File: src/rtl/display_writer.sv
// display_writer: ASCII stream to display_ram writer with cursor, hardware scroll and screen clear.
module display_writer #(
  parameter int COLS = 40,
  parameter int ROWS = 25,
  parameter logic [5:0] BLANK = 6'h20
) (
  input  logic        clk,
  input  logic        rst_n,
  input  logic        char_valid,
  input  logic [7:0]  char_data,
  output logic        char_ready,
  output logic [10:0] ram_read_addr,
  output logic        ram_r_en,
  input  logic [5:0]  ram_dout,
  output logic [10:0] ram_write_addr,
  output logic        ram_w_en,
  output logic [5:0]  ram_din,
  output logic [10:0] cursor_addr,
  output logic        busy
);
  typedef enum logic [1:0] {IDLE, SCROLL, BLANKLINE, CLEAR} state_t;
  localparam logic [10:0] CELLS = 11'(COLS * ROWS);
  localparam logic [10:0] SPAN = 11'(COLS * (ROWS - 1));
  localparam logic [10:0] W = 11'(COLS);
  localparam logic [10:0] LAST_COL = 11'(COLS - 1);
  localparam logic [10:0] LAST_ROW = 11'(ROWS - 1);
  state_t state, state_d;
  logic [10:0] cnt, cnt_d, col, col_d, row, row_d, row_base, row_base_d;
  logic [10:0] raddr_d, waddr_d;
  logic r_en_d, w_en_d, copy, copy_d, take, printable, lf;
  logic [5:0] din_r, din_d, code;
  assign char_ready = state == IDLE;
  assign busy = !char_ready;
  assign take = char_valid && char_ready;
  assign printable = char_data[7:5] == 3'b001 || char_data[7:6] == 2'b01;
  assign code = (char_data[6] && char_data[5]) ? char_data[5:0] - 6'h20 : char_data[5:0];
  assign lf = char_data == 8'h0A || (printable && col == LAST_COL);
  // Scroll copies pass read data straight through in the cycle it arrives from the RAM.
  assign ram_din = copy ? ram_dout : din_r;
  always_comb begin
    state_d = state;
    cnt_d = cnt;
    col_d = col;
    row_d = row;
    row_base_d = row_base;
    raddr_d = ram_read_addr;
    waddr_d = ram_write_addr;
    din_d = din_r;
    r_en_d = 1'b0;
    w_en_d = 1'b0;
    copy_d = 1'b0;
    unique case (state)
      IDLE: if (take) begin
        if (printable) begin
          w_en_d = 1'b1;
          waddr_d = cursor_addr;
          din_d = code;
          col_d = (col == LAST_COL) ? '0 : col + 11'd1;
        end else if (char_data == 8'h0D) col_d = '0;
        else if (char_data == 8'h08 && col != '0) col_d = col - 11'd1;
        else if (char_data == 8'h0C) begin
          state_d = CLEAR;
          cnt_d = '0;
        end
        if (lf && row == LAST_ROW) begin
          state_d = SCROLL;
          cnt_d = '0;
        end else if (lf) begin
          row_d = row + 11'd1;
          row_base_d = row_base + W;
        end
      end
      // Read of cell k+COLS issued at count k; its copy to cell k lands one count later.
      SCROLL: begin
        r_en_d = cnt != SPAN;
        raddr_d = r_en_d ? cnt + W : ram_read_addr;
        w_en_d = cnt != '0;
        copy_d = w_en_d;
        waddr_d = w_en_d ? cnt - 11'd1 : ram_write_addr;
        cnt_d = (cnt == SPAN) ? '0 : cnt + 11'd1;
        state_d = (cnt == SPAN) ? BLANKLINE : SCROLL;
      end
      BLANKLINE: begin
        w_en_d = 1'b1;
        waddr_d = SPAN + cnt;
        din_d = BLANK;
        cnt_d = (cnt == LAST_COL) ? '0 : cnt + 11'd1;
        state_d = (cnt == LAST_COL) ? IDLE : BLANKLINE;
      end
      CLEAR: begin
        w_en_d = 1'b1;
        waddr_d = cnt;
        din_d = BLANK;
        cnt_d = cnt + 11'd1;
        if (cnt == CELLS - 11'd1) begin
          state_d = IDLE;
          cnt_d = '0;
          col_d = '0;
          row_d = '0;
          row_base_d = '0;
        end
      end
    endcase
  end
  always_ff @(posedge clk or negedge rst_n) begin
    if (!rst_n) begin
      state <= CLEAR;
      cnt <= '0;
      col <= '0;
      row <= '0;
      row_base <= '0;
      cursor_addr <= '0;
      ram_read_addr <= '0;
      ram_write_addr <= '0;
      din_r <= '0;
      ram_r_en <= 1'b0;
      ram_w_en <= 1'b0;
      copy <= 1'b0;
    end else begin
      state <= state_d;
      cnt <= cnt_d;
      col <= col_d;
      row <= row_d;
      row_base <= row_base_d;
      cursor_addr <= row_base_d + col_d;
      ram_read_addr <= raddr_d;
      ram_write_addr <= waddr_d;
      din_r <= din_d;
      ram_r_en <= r_en_d;
      ram_w_en <= w_en_d;
      copy <= copy_d;
    end
  end
endmodule

File: config.mk
export PLATFORM = sky130hd
export DESIGN_NAME = display_writer
export DESIGN_NICKNAME = d
export VERILOG_FILES = /design/src/rtl/display_writer.sv
export SDC_FILE = /design/constraint.sdc
export NUM_CORES = 1
export LEC_CHECK = 0
export ABC_AREA = 1
export ABC_CLOCK_PERIOD_IN_PS = 5990
export CAP_MARGIN = 10
export CORE_AREA = 2 2 108 110
export DETAILED_ROUTE_END_ITERATION = 16
export DIE_AREA = 0 0 110 112
export DONT_BUFFER_PORTS = 1
export PLACE_DENSITY = 0.69
export SLEW_MARGIN = 10
export SYNTH_ARGS = -nofsm -noshare
export SYNTH_HDL_FRONTEND = slang
export SYNTH_SLANG_ARGS = --single-unit
export TNS_END_PERCENT = 50
File: constraint.sdc
create_clock -name clk -period 5.99 [get_ports clk]
set_input_delay 1.198 -clock clk [delete_from_list [all_inputs] [get_ports clk]]
set_output_delay 1.198 -clock clk [all_outputs]
set_load 0.02 [all_outputs]
[Word level (Yosys, flattened, before mapping)]
Cells that the tools add are included.
Word-level totals
  output and inout port bits: 43
  register bits: 88
Cells by class
  equal/unequal tests: 25
  reduce and logical (&&, ||, !) cells: 20
  mux-type cells: 51
  $add $sub $neg: 10
Operators with widths (count)
  2-to-1 mux 11 bit: 26
  one-hot mux 11 bit (4 select lines): 2
  one-hot mux 11 bit (2 select lines): 3
  adder 11 x 1 -> 11 bit (second input constant): 3
  == test 8 x 4 -> 1 bit (second input constant): 4
  2-to-1 mux 6 bit: 4
  adder 11 x 6 -> 11 bit (second input constant): 2
  == test 11 x 10 -> 1 bit (second input constant): 2
  == test 11 x 6 -> 1 bit (second input constant): 2
  nonzero test 11 bit: 2
  subtractor 11 x 1 -> 11 bit (second input constant): 2
  2-to-1 mux 2 bit: 9
  one-hot mux 6 bit (2 select lines): 1
  adder 10 x 11 -> 11 bit (first input constant): 1
  adder 11 bit: 1
  == test 11 x 5 -> 1 bit (second input constant): 1
  inequality test 11 x 10 -> 1 bit (second input constant): 1
  AND reduction 5 bit: 2
  inequality test 3 x 2 -> 1 bit (second input constant): 3
  one-hot mux 2 bit (4 select lines): 1
  inequality test 2 x 1 -> 1 bit (second input constant): 3
  inequality test 2 bit (second input constant): 3
  AND reduction 3 bit: 2
  AND reduction 6 bit: 1
  other kinds (14): 25

[Logic depth before layout (Yosys ltp)]
  word-level depth: 9
  gate-level depth with buffers: 24

[Worst setup path after synthesis]
No wires, ideal clock.
  path type: in2reg
  start: in char_data[5]
  end: reg cursor_addr[9]
  stages: 19
  arrival time: 3533 ps
  buffers on the path: 1
  setup slack: 2326 ps
  cells stage by stage: nor2_4 -> nand3_2 -> inv_2 -> nand2_1 -> a21oi_2 -> buf_2 -> nand2_1 -> a31oi_1 -> o22ai_1 -> nand2_1 -> o21ai_1 -> ha_1 -> a21oi_1 -> o21bai_1 -> a21boi_0 -> o21ai_0 -> a21oi_1 -> o21ai_0 -> xor2_1
On the way
  elaborated cells on any way between the ends: 19
  classes of those cells: 1 x add/sub; 4 x eq/ne; 9 x mux; 5 x reduce/logical
RTL lines
  from (decl): RTL line 10  | input logic [7:0] char_data,
  == test 8 x 4 -> 1 bit: RTL line 60  | else if (char_data == 8'h08 && col != '0) col_d = col - 11'd1;
  logical AND 1 bit: RTL line 60
  2-to-1 mux 11 bit: RTL line 60
  2-to-1 mux 11 bit: RTL line 59  | end else if (char_data == 8'h0D) col_d = '0;
  2-to-1 mux 11 bit *: RTL line 54  | if (printable) begin
  2-to-1 mux 11 bit *: RTL line 53  | IDLE: if (take) begin
  one-hot mux 11 bit (2 select lines) *: RTL line 52  | unique case (state)
  named net col_d[1]: RTL line 28  | logic [10:0] cnt, cnt_d, col, col_d, row, row_d, row_base, row_base_d;
  adder 11 bit *: RTL line 125  | cursor_addr <= row_base_d + col_d;
  to (signal assigned): RTL line 125
  to (decl): RTL line 18  | output logic [10:0] cursor_addr,
Mark *: on every way through the listed nets, which the timed path passes. The rest lies on a longest branch.
A chain may end at the register's enable or synchronous reset.

[Worst setup path after layout]
  start: reg state[0]
  end: reg cursor_addr[10]
On the way
  word-level cells in the longest chain between the ends: 5
  elaborated cells on any way between the ends: 8
  classes of those cells: 1 x add/sub; 1 x eq/ne; 4 x mux; 2 x reduce/logical
RTL lines
  from (decl): RTL line 27  | state_t state, state_d;
  from (signal assigned): RTL line 120  | state <= state_d;
  logical NOT 2 bit *: RTL line 32  | assign char_ready = state == IDLE;
  named net char_ready: RTL line 11  | output logic char_ready,
  logical AND 1 bit: RTL line 34  | assign take = char_valid && char_ready;
  2-to-1 mux 11 bit: RTL line 53
  one-hot mux 11 bit (2 select lines) *: RTL line 52
  named net col_d[0]: RTL line 28
  adder 11 bit *: RTL line 125
Marked as above.

==> impl_metrics.ini <==
[finish]
n_antenna_cell = 0
utilization = 0.565
drive_gt1_frac = 0.0823
nNetsFinal = 829
multi_input_area_um2 = 3230
seqCellArea_um2 = 2200
area_delta_synth_final_pct = 5.91
fill_cells = 1055

[setup_path]
reg2reg_from = state[0]$_DFFE_PN1P_
crit_top_cell = inv_1
reg2reg_setup_slack_ps = 1810
cp.arrival_ps = 4440
end_kind = register
worst_setup_path_start_kind = register
worstReg2RegEnd = cursor_addr[10]$_DFF_PN0_
cp_max_fo = 21
cpLargestDelayFamily = adder cells
crit_chain = inv_1 -> ha_1 -> inv_1 -> buf_4 -> nor2_1 -> inv_1 -> nor2_1 -> nand4_1 -> o22ai_1 -> ha_1 -> inv_1 -> fa_1 -> inv_1 -> nand3_1 -> nand3_1 -> inv_1 -> nand3_1 -> nand3_1 -> nand2_1 -> inv_1
cp.required_ps = 6250
crit_path_top_delay_cell = ha_1
critPathKind = reg -> reg
r2r_cells = 20
critPathMaxStageDelay_ps = 690
worst-path-buf-inv = 8

[pwr]
p_sw_mw = 1.71
ir_worst_vdd_mv = 0.248
p_int_mw = 1.56
total_power_mw = 3.27
power_frac_comb = 0.499
swShare = 0.523
power.leakage_nw = 3.03
power.density_nw_per_um2 = 517
p_seq_frac = 0.331
pwr-share-clk = 0.170

[min_path]
hold_depth = 2
holdPathEnd = row_base[2]$_DFF_PN0_
hold_start = row_base[2]$_DFF_PN0_
hold_path.class = reg -> reg

[drt]
drc = 0
drt_iter0_markers = 433
first_pass_iters = 5
dr_total_vias = 5385
viasPerCell = 5.77
wl_mm = 15.4
antenna_left = 0
wl_per_cell_um = 16.5

[outcome]
status = complete, no violations

[clock_network]
cts.repair.resized = 0
cts_setup_buffers = 0
cts-root-buf = clkbuf_16
cts.sinks = 88
htreeDepth = 3
insertion_delay_ps = 360
clk_path_buf_depth = 2
cts_tree = done
path_clk_slew_ps = 70
hold_buffers = 0
cts_made_buffers = 9

[sta]
tns_ps = 0
hold_violations = 0
fmax_ghz = 0.239
skew_ps = 9.37
post-route-period-util = 0.698
tightestPinTransition_ps = 792
rsz0062_at_grt = false
setup_viol = 0
slew_headroom = 0.472
fin_crit_ps = 4180
slew_viol_final = 0

[yosys]
yosys.cell_types.count = 54
seq_area_frac_synth = 0.370
syn_area_um2 = 5970
yosysWarnings = 0
synth_edf_count = 0
syn_nets = 837
netlist_instances = 793
synth-async-reset-ratio = 1.00
synthFlopType = dfrtp_1
syn_avg_cell_area_um2 = 7.52
ys_seq_elements = 88

[placement]
place_hpwl_mm = 11.6
portBuffers = 0
gp_congestion = 0.944

[global_route]
track_usage = 0.265
grt_pass1_vias = 5176
overflow = 0
grt_first_pass_wirelength_mm = 25.6
grt_max_degree = 89
antenna_found_initial = 0

[floorplan]
die_h_um = 112
io_pins = 60
rows = 39
start_util = 0.534
dieArea_um2 = 12300
core_um2 = 11200
die_x_um = 110

[flow_run]
maxCapViolations = 0
## cell usage after synthesis (5+ instances only)
master	n	area [um2]
inv_2	10	37.5
nand3_2	5	50.1
nand4_1	11	68.8
nor2_2	5	31.3
o21ai_1	8	40.0
nand2_2	9	56.3
nor3_1	17	85.1
clkbuf_1	6	22.5
a31oi_1	8	50.1
o211ai_1	8	60.1
xor2_1	26	228
a21oi_1	40	200
buf_2	5	25.0
nand2_1	177	664
nand3_1	50	250
nor2_1	61	229
o31ai_1	10	75.1
ha_1	26	325
inv_1	92	345
o22ai_1	13	81.3
dfrtp_1	86	2150
o21ai_0	59	295
## power by group through the flow
| stage | combinational [mW] | clock (mW) | sequential (mW) |
|---|---|---|---|
| after floorplan | 1.34 | 0 | 0.998 |
| after global placement | 1.59 | 0 | 1.09 |
| after detailed placement | 1.61 | 0 | 1.09 |
| after CTS | 1.62 | 0.566 | 1.08 |
| after global routing | 1.83 | 0.591 | 1.11 |
| final | 1.63 | 0.557 | 1.08 |
## through the flow
step                      instance area [um2]  setup slack [ps]  hold WS (ps)  instances
final                                    6320              1810           470        933
after global routing                     6320              1480           498        933
after CTS                                6320              1800           473        933
after detailed placement                 6030              1820           454        917
after global placement                   6030              1880           450        917
after floorplan                          5970              2330           434        793
## sequential cells by signal, indices dropped and copies added, names as in the netlist
name            count
ram_r_en            1
row                11
row_base           11
cursor_addr        11
din_r               6
ram_write_addr     11
ram_w_en            1
ram_read_addr      11
copy                1
state               2
cnt                11
col                11
## metal layers
layer  wire, um  GRT usage  vias to the layer above
li1           -          -                     2627
met1       6740      0.357                     2549
met2       7550      0.428                      179
met3        802     0.0457                       30
met4        330     0.0911                        0
met5          0          0                        -
## layout make-up
type | count | share of cell area
Clock inverter | 7 | 0.0103
Clock buffer | 9 | 0.0356
Sequential cell | 88 | 0.349
Multi-Input combinational cell | 579 | 0.512
Tap cell | 143 | 0.0283
Timing Repair Buffer | 1 | 0.00119
Inverter | 106 | 0.0638
## worst register-to-register path, delay by kind of cell (launching register included)
kind	cells	cell delay (ps)
fa+ha+maj	3	1360
simple gates	8	1090
buf+inv	8	980
flops	1	380
compound gates	1	290
## layout by cell type (no fill, tap or decap), types with 4 or more instances in the layout
cell type    n
o211ai_1     8
a21oi_1     40
xnor2_1      4
o21bai_1     4
nor2_1      61
nor4_1       4
a31oi_1      8
nand4_1     11
clkbuf_16    9
ha_1        26
nor2_2       5
o21ai_1      8
o31ai_1     10
inv_1       92
inv_2       10
nand3_2      5
nand2_1    177
nor2_4       4
xor2_1      26
dfrtp_1     86
nand2_2      9
nand3_1     50
o21ai_0     59
nor3_1      17
o22ai_1     13
## cell families after synthesis
kind of cell               synth area share
DFF                                   0.370
buffers and inverters                0.0883
adders and majority gates            0.0579
and+or+nand+nor                       0.269
xor gates and xnor gates             0.0440
AOI/OAI and AO/OA                     0.171
## worst max path at each step
stage / cells after the start / slack (ps) / endpoint / startpoint
2_1_floorplan: 19 / 2330 / cursor_addr[9]$_DFF_PN0_ / char_data[5]
3_3_place_gp: 20 / 1880 / cursor_addr[10]$_DFF_PN0_ / state[0]$_DFFE_PN1P_
3_5_place_dp: 17 / 1820 / cursor_addr[9]$_DFF_PN0_ / state[0]$_DFFE_PN1P_
4_1_cts: 17 / 1800 / cursor_addr[9]$_DFF_PN0_ / state[0]$_DFFE_PN1P_
5_1_grt: 20 / 1480 / cursor_addr[10]$_DFF_PN0_ / state[0]$_DFFE_PN1P_
6_report: 20 / 1810 / cursor_addr[10]$_DFF_PN0_ / state[0]$_DFFE_PN1P_
(Power assumes the default switching activity.)
